File: src/rtl/laser_dac_sequencer.sv
// Laser current loop controller: sends the DAC power-up commands, then turns each frame's
// minimum ADC sample into a clamped DAC code and streams it as a WRUP+LDAC pair.
`timescale 1ns/1ps
module laser_dac_sequencer #(
    parameter logic [15:0] DAC_INIT   = 16'd20000,
    parameter logic [11:0] SETPOINT   = 12'd3500,
    parameter logic [11:0] BAND_LO    = 12'd3300,
    parameter logic [11:0] BAND_HI    = 12'd3700,
    parameter logic [15:0] DAC_MIN    = 16'd0,
    parameter logic [15:0] DAC_MAX    = 16'd65490,
    parameter int unsigned GAIN_SHIFT = 7
) (
    input  logic        clk,
    input  logic        rst_n,
    input  logic        enable,
    input  logic        frame_valid,
    input  logic [11:0] min_adc_data,
    input  logic        spi_busy,
    output logic        spi_start,
    output logic [23:0] spi_data,
    output logic [15:0] dac_code,
    output logic        init_done,
    output logic        loop_locked,
    output logic        pending_ovf
);

    localparam logic [23:0] CMD_CLR  = 24'h010000;
    localparam logic [23:0] CMD_LDAC = 24'h180001;

    typedef enum logic [2:0] {
        INIT_CLR, INIT_WRUP, INIT_LDAC, IDLE, CALC, RUN_WRUP, RUN_LDAC
    } state_t;

    typedef enum logic [1:0] {
        PH_ISSUE, PH_SEND, PH_WAIT_HI, PH_WAIT_LO
    } phase_t;

    state_t        state, next_state, launch_state;
    phase_t        phase, next_phase;
    logic          launch;
    logic          pending, next_pending;
    logic [11:0]   sample, next_sample;
    logic          next_start;
    logic [23:0]   next_data;
    logic [15:0]   next_code;
    logic          next_init, next_locked, next_ovf;

    logic [11:0]        rev;
    logic               in_band;
    logic signed [13:0] err;
    logic signed [13:0] delta;
    logic signed [17:0] sum;
    logic [15:0]        clamped;

    assign rev     = 12'hFFF - sample;
    assign in_band = (rev >= BAND_LO) && (rev <= BAND_HI);
    assign err     = $signed({2'b00, SETPOINT}) - $signed({2'b00, rev});
    assign delta   = err >>> GAIN_SHIFT;
    assign sum     = $signed({2'b00, dac_code}) + $signed({{4{delta[13]}}, delta});

    always_comb begin
        if (sum < $signed({2'b00, DAC_MIN}))
            clamped = DAC_MIN;
        else if (sum > $signed({2'b00, DAC_MAX}))
            clamped = DAC_MAX;
        else
            clamped = sum[15:0];
    end

    always_ff @(posedge clk or negedge rst_n) begin
        if (!rst_n) begin
            state       <= INIT_CLR;
            phase       <= PH_ISSUE;
            pending     <= 1'b0;
            sample      <= '0;
            spi_start   <= 1'b0;
            spi_data    <= '0;
            dac_code    <= DAC_INIT;
            init_done   <= 1'b0;
            loop_locked <= 1'b0;
            pending_ovf <= 1'b0;
        end else begin
            state       <= next_state;
            phase       <= next_phase;
            pending     <= next_pending;
            sample      <= next_sample;
            spi_start   <= next_start;
            spi_data    <= next_data;
            dac_code    <= next_code;
            init_done   <= next_init;
            loop_locked <= next_locked;
            pending_ovf <= next_ovf;
        end
    end

    always_comb begin
        next_state   = state;
        next_phase   = phase;
        next_start   = 1'b0;
        next_data    = spi_data;
        next_code    = dac_code;
        next_init    = init_done;
        next_locked  = loop_locked;
        next_ovf     = pending_ovf;
        next_pending = pending;
        next_sample  = sample;
        launch       = 1'b0;
        launch_state = state;

        // CALC consumes the pending sample; a frame in that same cycle re-arms it without overflow
        if (state == CALC)
            next_pending = 1'b0;
        if (frame_valid) begin
            next_sample  = min_adc_data;
            next_pending = 1'b1;
            if (pending && (state != CALC))
                next_ovf = 1'b1;
        end

        case (state)
            INIT_CLR, INIT_WRUP, INIT_LDAC, RUN_WRUP, RUN_LDAC: begin
                case (phase)
                    PH_ISSUE: begin
                        launch       = 1'b1;
                        launch_state = state;
                    end
                    PH_SEND:    next_phase = PH_WAIT_HI;
                    PH_WAIT_HI: if (spi_busy) next_phase = PH_WAIT_LO;
                    PH_WAIT_LO: begin
                        if (!spi_busy) begin
                            case (state)
                                INIT_CLR: begin
                                    launch       = 1'b1;
                                    launch_state = INIT_WRUP;
                                end
                                INIT_WRUP: begin
                                    launch       = 1'b1;
                                    launch_state = INIT_LDAC;
                                end
                                INIT_LDAC: begin
                                    next_state = IDLE;
                                    next_init  = 1'b1;
                                end
                                RUN_WRUP: begin
                                    launch       = 1'b1;
                                    launch_state = RUN_LDAC;
                                end
                                default: next_state = IDLE;
                            endcase
                        end
                    end
                    default: next_phase = PH_ISSUE;
                endcase
            end
            IDLE: begin
                // A frame arriving this cycle counts as pending so the WRUP start lands two cycles later
                if (enable && (pending || frame_valid))
                    next_state = CALC;
            end
            CALC: begin
                if (in_band) begin
                    next_locked = 1'b1;
                    next_state  = IDLE;
                end else begin
                    next_locked  = 1'b0;
                    next_code    = clamped;
                    launch       = 1'b1;
                    launch_state = RUN_WRUP;
                end
            end
            default: begin
                next_state = INIT_CLR;
                next_phase = PH_ISSUE;
            end
        endcase

        // Outputs are registered, so a launch loads start and data for the following cycle
        if (launch) begin
            next_state = launch_state;
            next_phase = PH_SEND;
            next_start = 1'b1;
            case (launch_state)
                INIT_CLR:            next_data = CMD_CLR;
                INIT_LDAC, RUN_LDAC: next_data = CMD_LDAC;
                default:             next_data = {8'h10, next_code};
            endcase
        end
    end

endmodule

File: config.mk
export PLATFORM = sky130hd
export DESIGN_NAME = laser_dac_sequencer
export DESIGN_NICKNAME = d
export VERILOG_FILES = /design/src/rtl/laser_dac_sequencer.sv
export SDC_FILE = /design/constraint.sdc
export NUM_CORES = 1
export LEC_CHECK = 0
export ABC_AREA = 1
export BUFFER_PORTS_ARGS = -buffer_cell sky130_fd_sc_hd__buf_2
export CORE_MARGIN = 5
export CORE_UTILIZATION = 25
export CTS_CLUSTER_DIAMETER = 40
export DETAILED_ROUTE_END_ITERATION = 8
export SYNTH_ARGS = -nofsm -noshare
export SYNTH_HDL_FRONTEND = slang
export SYNTH_SLANG_ARGS = --single-unit
File: constraint.sdc
create_clock -name clk -period 4 [get_ports clk]
set_clock_uncertainty 0.15 [all_clocks]
set_input_delay 0.2 -clock clk [delete_from_list [all_inputs] [get_ports clk]]
set_output_delay 0.2 -clock clk [all_outputs]
set_load 0.01 [all_outputs]
==> reports/qor.txt, run 1 <==
worst-margin pin slew: 713 ps
HPWL Detailed: 7620 um
remaining antenna violation count: 0
antenna violations before repair: 0
Ports: 61
Final nets: 667
# diodes: 0
DR iter-0 viols: 167
Post-Syn Area: 3850 um2
IO Port Bufs: 55
Commonest cells post-synth: 235 x nand2_1, 78 x inv_1, 52 x dfrtp_1
sequential element share of the synthesized area: 0.372
area leader, netlist: dfrtp_1
startpoint types: flop
Reg-to-Reg End: spi_data[8]$_DFFE_PN0P_
sw power: 1.60 mW
Seq cells post-synth: 57
reg2reg path depth: 25
Peak VDD IR: 0.236 mV
required time of the worst setup path: 4110 ps
Tmin final: 3560 ps
Yosys top cell area share: 0.338
Final Max Slew Viols: 0
Layout Area Growth over Synthesis: 22.9%
Crit Path Category: reg2reg
CP Capture Type: flop
clock root buffer: clkbuf_16
global-route wire length before repair: 16,900 um
share of cells above drive strength 1: 0.185
ranking of synthesized cells by area: dfrtp_1 34%, nand2_1 23%, inv_1 7.6%
clk sinks: 57
Worst setup endpoint: spi_data[8]$_DFFE_PN0P_
switching part of the total: 0.444
Core ar.: 15,100 um2
vias post-DR: 3,477
Final period util: 0.890
Leak: 2.74 nW
CTS hold repair buffers: 13
Max-Cap Viols: 0
sequential share of power: 0.276
outcome: finished, final reports clean
drt total wl: 9710 um
final core utilization: 0.312
largest net degree at the start of global routing: 58
Die ar.: 18,000 um2
Post-CTS Repair Setup Buffers: 0
WP data arrival: 3670 ps
FFs w/ async S/R, synth: 1.00
PD cells: 761 nW/um2
Max-Slew Margin vs Limit: 0.524
number of synthesized flops with an enable pin: 0
worst-skew pair later-pin latency: 320 ps
Die Ht: 134 um
CP Launch Point: sample[2]$_DFFE_PN0P_
Hold Vio Cnt, Final: 0
TritonCTS clock tree: yes
internal reg-to-reg setup slack: 440 ps
Num CTS Buffers: 9
RSZ-0062 raised after global routing: false
vias per inst: 4.24
Setup TNS: 0 ps
Post-Syn Instances: 556
syn_area_per_cell: 6.92 um2
wire per inst: 11.8 um
Die Width: 134 um
Top FF cell, synth: dfrtp_1
initial core utilization: 0.254
P_int: 2.00 mW
Final setup viols: 0
PostCTS Resize Cnt: 0
GRT Util Overall: 0.116
worst r2r src: sample[2]$_DFFE_PN0P_
Worst Hold Class: in2reg
Ys Warns: 0
clock power share: 0.227
Pre-antenna DRT Iters: 4
Clock transition at path regs: 50 ps
fmax: 281 MHz
clk buf depth: 2
Logic pwr share: 0.497
Remaining Overflow, GRT: 0
htree depth: 3
Netlist cell types: 37
total power: 3.60 mW
Critical Path Fanout Max: 12
routability-driven placement congestion ratio: 0.834
number of global-route vias before repair: 3,477
Post-route DRC: 0
count leader, synth: nand2_1
FP Rows: 45
metrics by stage:
| step | cell area, um2 | hold WS [ps] | setup WS [ps] | instances |
|---|---|---|---|---|
| after floorplan | 3860 | -246 | 931 | 560 |
| after global placement | 4280 | 238 | 450 | 792 |
| after detailed placement | 4280 | 243 | 456 | 792 |
| after CTS | 4730 | 96.6 | 430 | 821 |
| after global routing | 4730 | 132 | 16.5 | 821 |
| final | 4730 | 108 | 442 | 821 |
flip-flops by register name (all words and copies together), names as in the netlist:
signal and cells:
spi_data 19, init_done 1, phase 2, dac_code 16
pending_ovf 1, state 3, pending 1, loop_locked 1
spi_start 1, sample 12
layout by cell type, fill, tap and decap left out, types with 3 or more instances in the layout:
cell	netlist	final
buf_2	0	55
nand2_2	24	24
inv_2	4	4
dfstp_2	5	5
nor2_1	29	29
xor2_1	4	4
conb_1	1	5
nor2_2	3	3
o21ai_0	17	17
clkbuf_16	0	9
ha_1	21	21
dlygate4sd3_1	0	13
a21oi_1	13	13
nand3_1	24	24
nand4_1	6	6
nand3b_1	3	3
dfrtp_1	52	52
o21ai_1	3	3
nand2_1	235	235
inv_1	78	78
per-layer routing:
layer	global-route usage	vias up	part of all wire
li1	-	1847	-
met1	0.153	1569	0.48
met2	0.192	52	0.47
met3	0.0203	9	0.033
met4	0.0424	0	0.014
met5	0	-	0
power by group through the flow:
stage	clock network (mW)	registers, mW	logic, mW
6_report	0.817	0.995	1.79
5_1_grt	0.868	1.02	2.08
2_1_floorplan	0	1.03	1.23
4_1_cts	0.837	0.996	1.81
3_5_place_dp	0	0.997	1.79
3_3_place_gp	0	1.00	1.80
cells by family after synthesis:
kind of cell / count (synthesis) / synth area share
simple gates: 332 / 0.365
buf+inv: 94 / 0.107
flops: 57 / 0.372
compound gates: 45 / 0.0683
fa+ha+maj: 22 / 0.0734
xor+xnor: 5 / 0.0133
other cells: 1 / 0.000974
critical path: stages (launching register included):
cell	delay, ps
dfrtp_1	390
inv_1	80
nand3_1	70
nand3_1	70
nand2_1	70
nor2_2	130
nand2_2	80
nand2_2	100
nand2_4	80
inv_1	320
ha_1	400
a21oi_1	230
nand2_1	80
a21oi_1	160
nand3_1	100
nand2_1	150
nand3_1	90
nor2_1	100
nand2_1	70
nand2_2	110
nand2_4	110
nand2_1	80
nand2_1	60
nand2_2	70
nand2_1	60
nand2_1	60
cell type report:
cell class,count,area [um2]
Clock buffer,11,243
Clock inverter,5,78.8
Fill cell,1614,10400
Inverter,82,308
Multi-Input combinational cell,409,2020
Sequential cell,57,1430
Tap cell,188,235
Timing Repair Buffer,69,413
how the worst min path moves through the flow:
stage                                        to  slack, ps  cells past startpoint        start
after floorplan           dac_code[0]$_DFF_PN0_       -250                      0        rst_n
after global placement     phase[0]$_DFFE_PN0P_        240                      2        rst_n
after detailed placement   phase[0]$_DFFE_PN0P_        240                      2        rst_n
after CTS                 sample[0]$_DFFE_PN0P_        100                      3  frame_valid
after global routing      init_done$_DFFE_PN0P_        130                      3     spi_busy
final                     sample[0]$_DFFE_PN0P_        110                      3  frame_valid
Power figures use the tool's default switching activity.
==> run 2: changes to the inputs <==
Settings changed: CORE_MARGIN 5 to not set.
==> run 2 against run 1 <==
- routed wire length down 1.2%
- sequential cell count is the same
- setup slack gained 100 ps
- critical endpoint is now spi_data[10]$_DFFE_PN0P_
- global-route usage is 1.4 points higher
- first-iteration DRC count down 0.60%
- clock power grew 7.3%
- worst hold slack improved by 1.1 ps
- largest power group unchanged
- largest cell class unchanged
==> reports/qor.txt, run 2 (synthesized netlist as in run 1, its figures left out) <==
Max-Slew Margin vs Limit: 0.523
CP Capture Type: flop
most frequent cells in the layout: 235 x nand2_1, 77 x inv_1, 55 x buf_2
FP Rows: 44
Post-CTS Repair Setup Buffers: 0
HPWL Detailed: 7590 um
vias per inst: 4.23
commonest non-fill, non-tap cell in the layout: nand2_1
remaining antenna violation count: 0
met1 WL: 4700 um
Crit Path Category: reg2reg
Final Max Slew Viols: 0
Final setup viols: 0
met2 routed WL: 4380 um
WP data arrival: 3570 ps
RSZ-0062 raised after global routing: false
Core ar.: 14,800 um2
post-route insts no fill: 817
Die Ht: 126 um
Clock transition at path regs: 50 ps
Num CTS Buffers: 9
Final period util: 0.865
Tmin final: 3460 ps
Max-Cap Viols: 0
max reg flops: 19
clk buf depth: 2
Peak VDD IR: 0.268 mV
Ports: 61
Die ar.: 15,900 um2
dpl cells: 788
Setup TNS: 0 ps
# diodes: 0
routability-driven placement congestion ratio: 0.848
outcome: finished, final reports clean
Remaining Overflow, GRT: 0
Top Layer Used: met4
clk sinks: 57
clock root buffer: clkbuf_16
share of cells above drive strength 1: 0.188
worst-margin pin slew: 715 ps
largest net degree at the start of global routing: 35
Pre-antenna DRT Iters: 4
TritonCTS clock tree: yes
vias post-DR: 3,452
IO Port Bufs: 55
DR WL met3: 314 um
global-route wire length before repair: 16,400 um
wire per inst: 11.7 um
startpoint types: flop
required time of the worst setup path: 4110 ps
number of global-route vias before repair: 3,373
Critical Path Fanout Max: 12
GRT Util Overall: 0.131
Biggest register: spi_data
antenna violations before repair: 0
Post-route DRC: 0
Leak: 2.74 nW
DR iter-0 viols: 166
largest registers: spi_data x19, dac_code x16, sample x12
drt total wl: 9590 um
Worst Hold Class: in2reg
htree depth: 3
Die Width: 126 um
worst-skew pair later-pin latency: 330 ps
Hold Vio Cnt, Final: 0
fmax: 289 MHz
Layout Area Growth over Synthesis: 23.4%
Final nets: 667
initial core utilization: 0.261
Fillers: 1,567
PD cells: 769 nW/um2
-- run 2: cell count changes in the layout (fill, tap and decap cells not counted), sizes merged --
cell / previous run / this run
clkbuf: 11 / 10
inv: 82 / 81
clkinvlp: 0 / 1
bufinv: 2 / 3
-- run 2: stage by stage --
stage	total power [mW]	setup slack, ps	instance area, um2	hold WS (ps)	utilization
3_3_place_gp	2.78	510	4270	73.4	0.290
4_1_cts	3.70	446	4750	96.0	0.322
2_1_floorplan	2.26	931	3860	-246	-
3_5_place_dp	2.78	465	4270	74.3	0.290
5_1_grt	4.01	41.6	4750	131	0.322
6_report	3.65	542	4750	109	0.322
-- run 2: repair_timing --
action,4_1_cts,5_1_grt
endpoints found under the setup margin,0,5
hold endpoints to repair,35,0
hold buffers,13,0
resized for setup,0,1
-- run 2: critical path: stages (launching register included) --
cell        delay (ps)
dfrtp_1            380
inv_2               60
nand3_1             70
nand3_1             70
nand2_1            100
nor2_2              60
nand2_2             80
nand2_2             80
nand2_4            110
clkinvlp_4         230
ha_1               470
nand2_1            100
nor2_1             150
and2_1             140
nand2_1             80
nand2_1             80
nand2_1             40
nand2_1            110
nand3_1             90
nor2_1             110
nand2_1             80
nand2_2            110
nand2_4            110
nand2_1             90
nand2_1             60
nand2_2             70
nand2_1             50
nand2_1             60
-- run 2: area by class of cell --
class | instances | area (um2) | share of cell area
Multi-Input combinational cell | 409 | 2020 | 0.425
Sequential cell | 57 | 1430 | 0.301
Timing Repair Buffer | 69 | 413 | 0.0869
Inverter | 82 | 312 | 0.0656
Clock buffer | 10 | 239 | 0.0503
Tap cell | 184 | 230 | 0.0484
Clock inverter | 6 | 105 | 0.0221
-- run 2: final timing paths --
check | start | to | slack, ps | cells past startpoint
min in group asynchronous | rst_n | sample[4]$_DFFE_PN0P_ | 250 | 2
worst max-delay path | sample[3]$_DFFE_PN0P_ | spi_data[10]$_DFFE_PN0P_ | 540 | 27
worst min register to register | spi_data[7]$_DFFE_PN0P_ | spi_data[7]$_DFFE_PN0P_ | 320 | 2
worst min-delay path | frame_valid | sample[4]$_DFFE_PN0P_ | 110 | 3
max in group asynchronous | rst_n | dac_code[11]$_DFF_PN1_ | 2580 | 3
worst max register to register | sample[3]$_DFFE_PN0P_ | spi_data[10]$_DFFE_PN0P_ | 540 | 27
-- run 2: report_power, final --
part	switching, mW	internal, mW
combinational	1.15	0.634
clock	0.256	0.621
sequential	0.181	0.810
total	1.59	2.06
-- run 2: routing by layer --
metal	GRT usage	up-vias
li1	-	1853
met5	0	-
met3	0.0221	11
met4	0.0517	0
met1	0.176	1540
met2	0.208	48
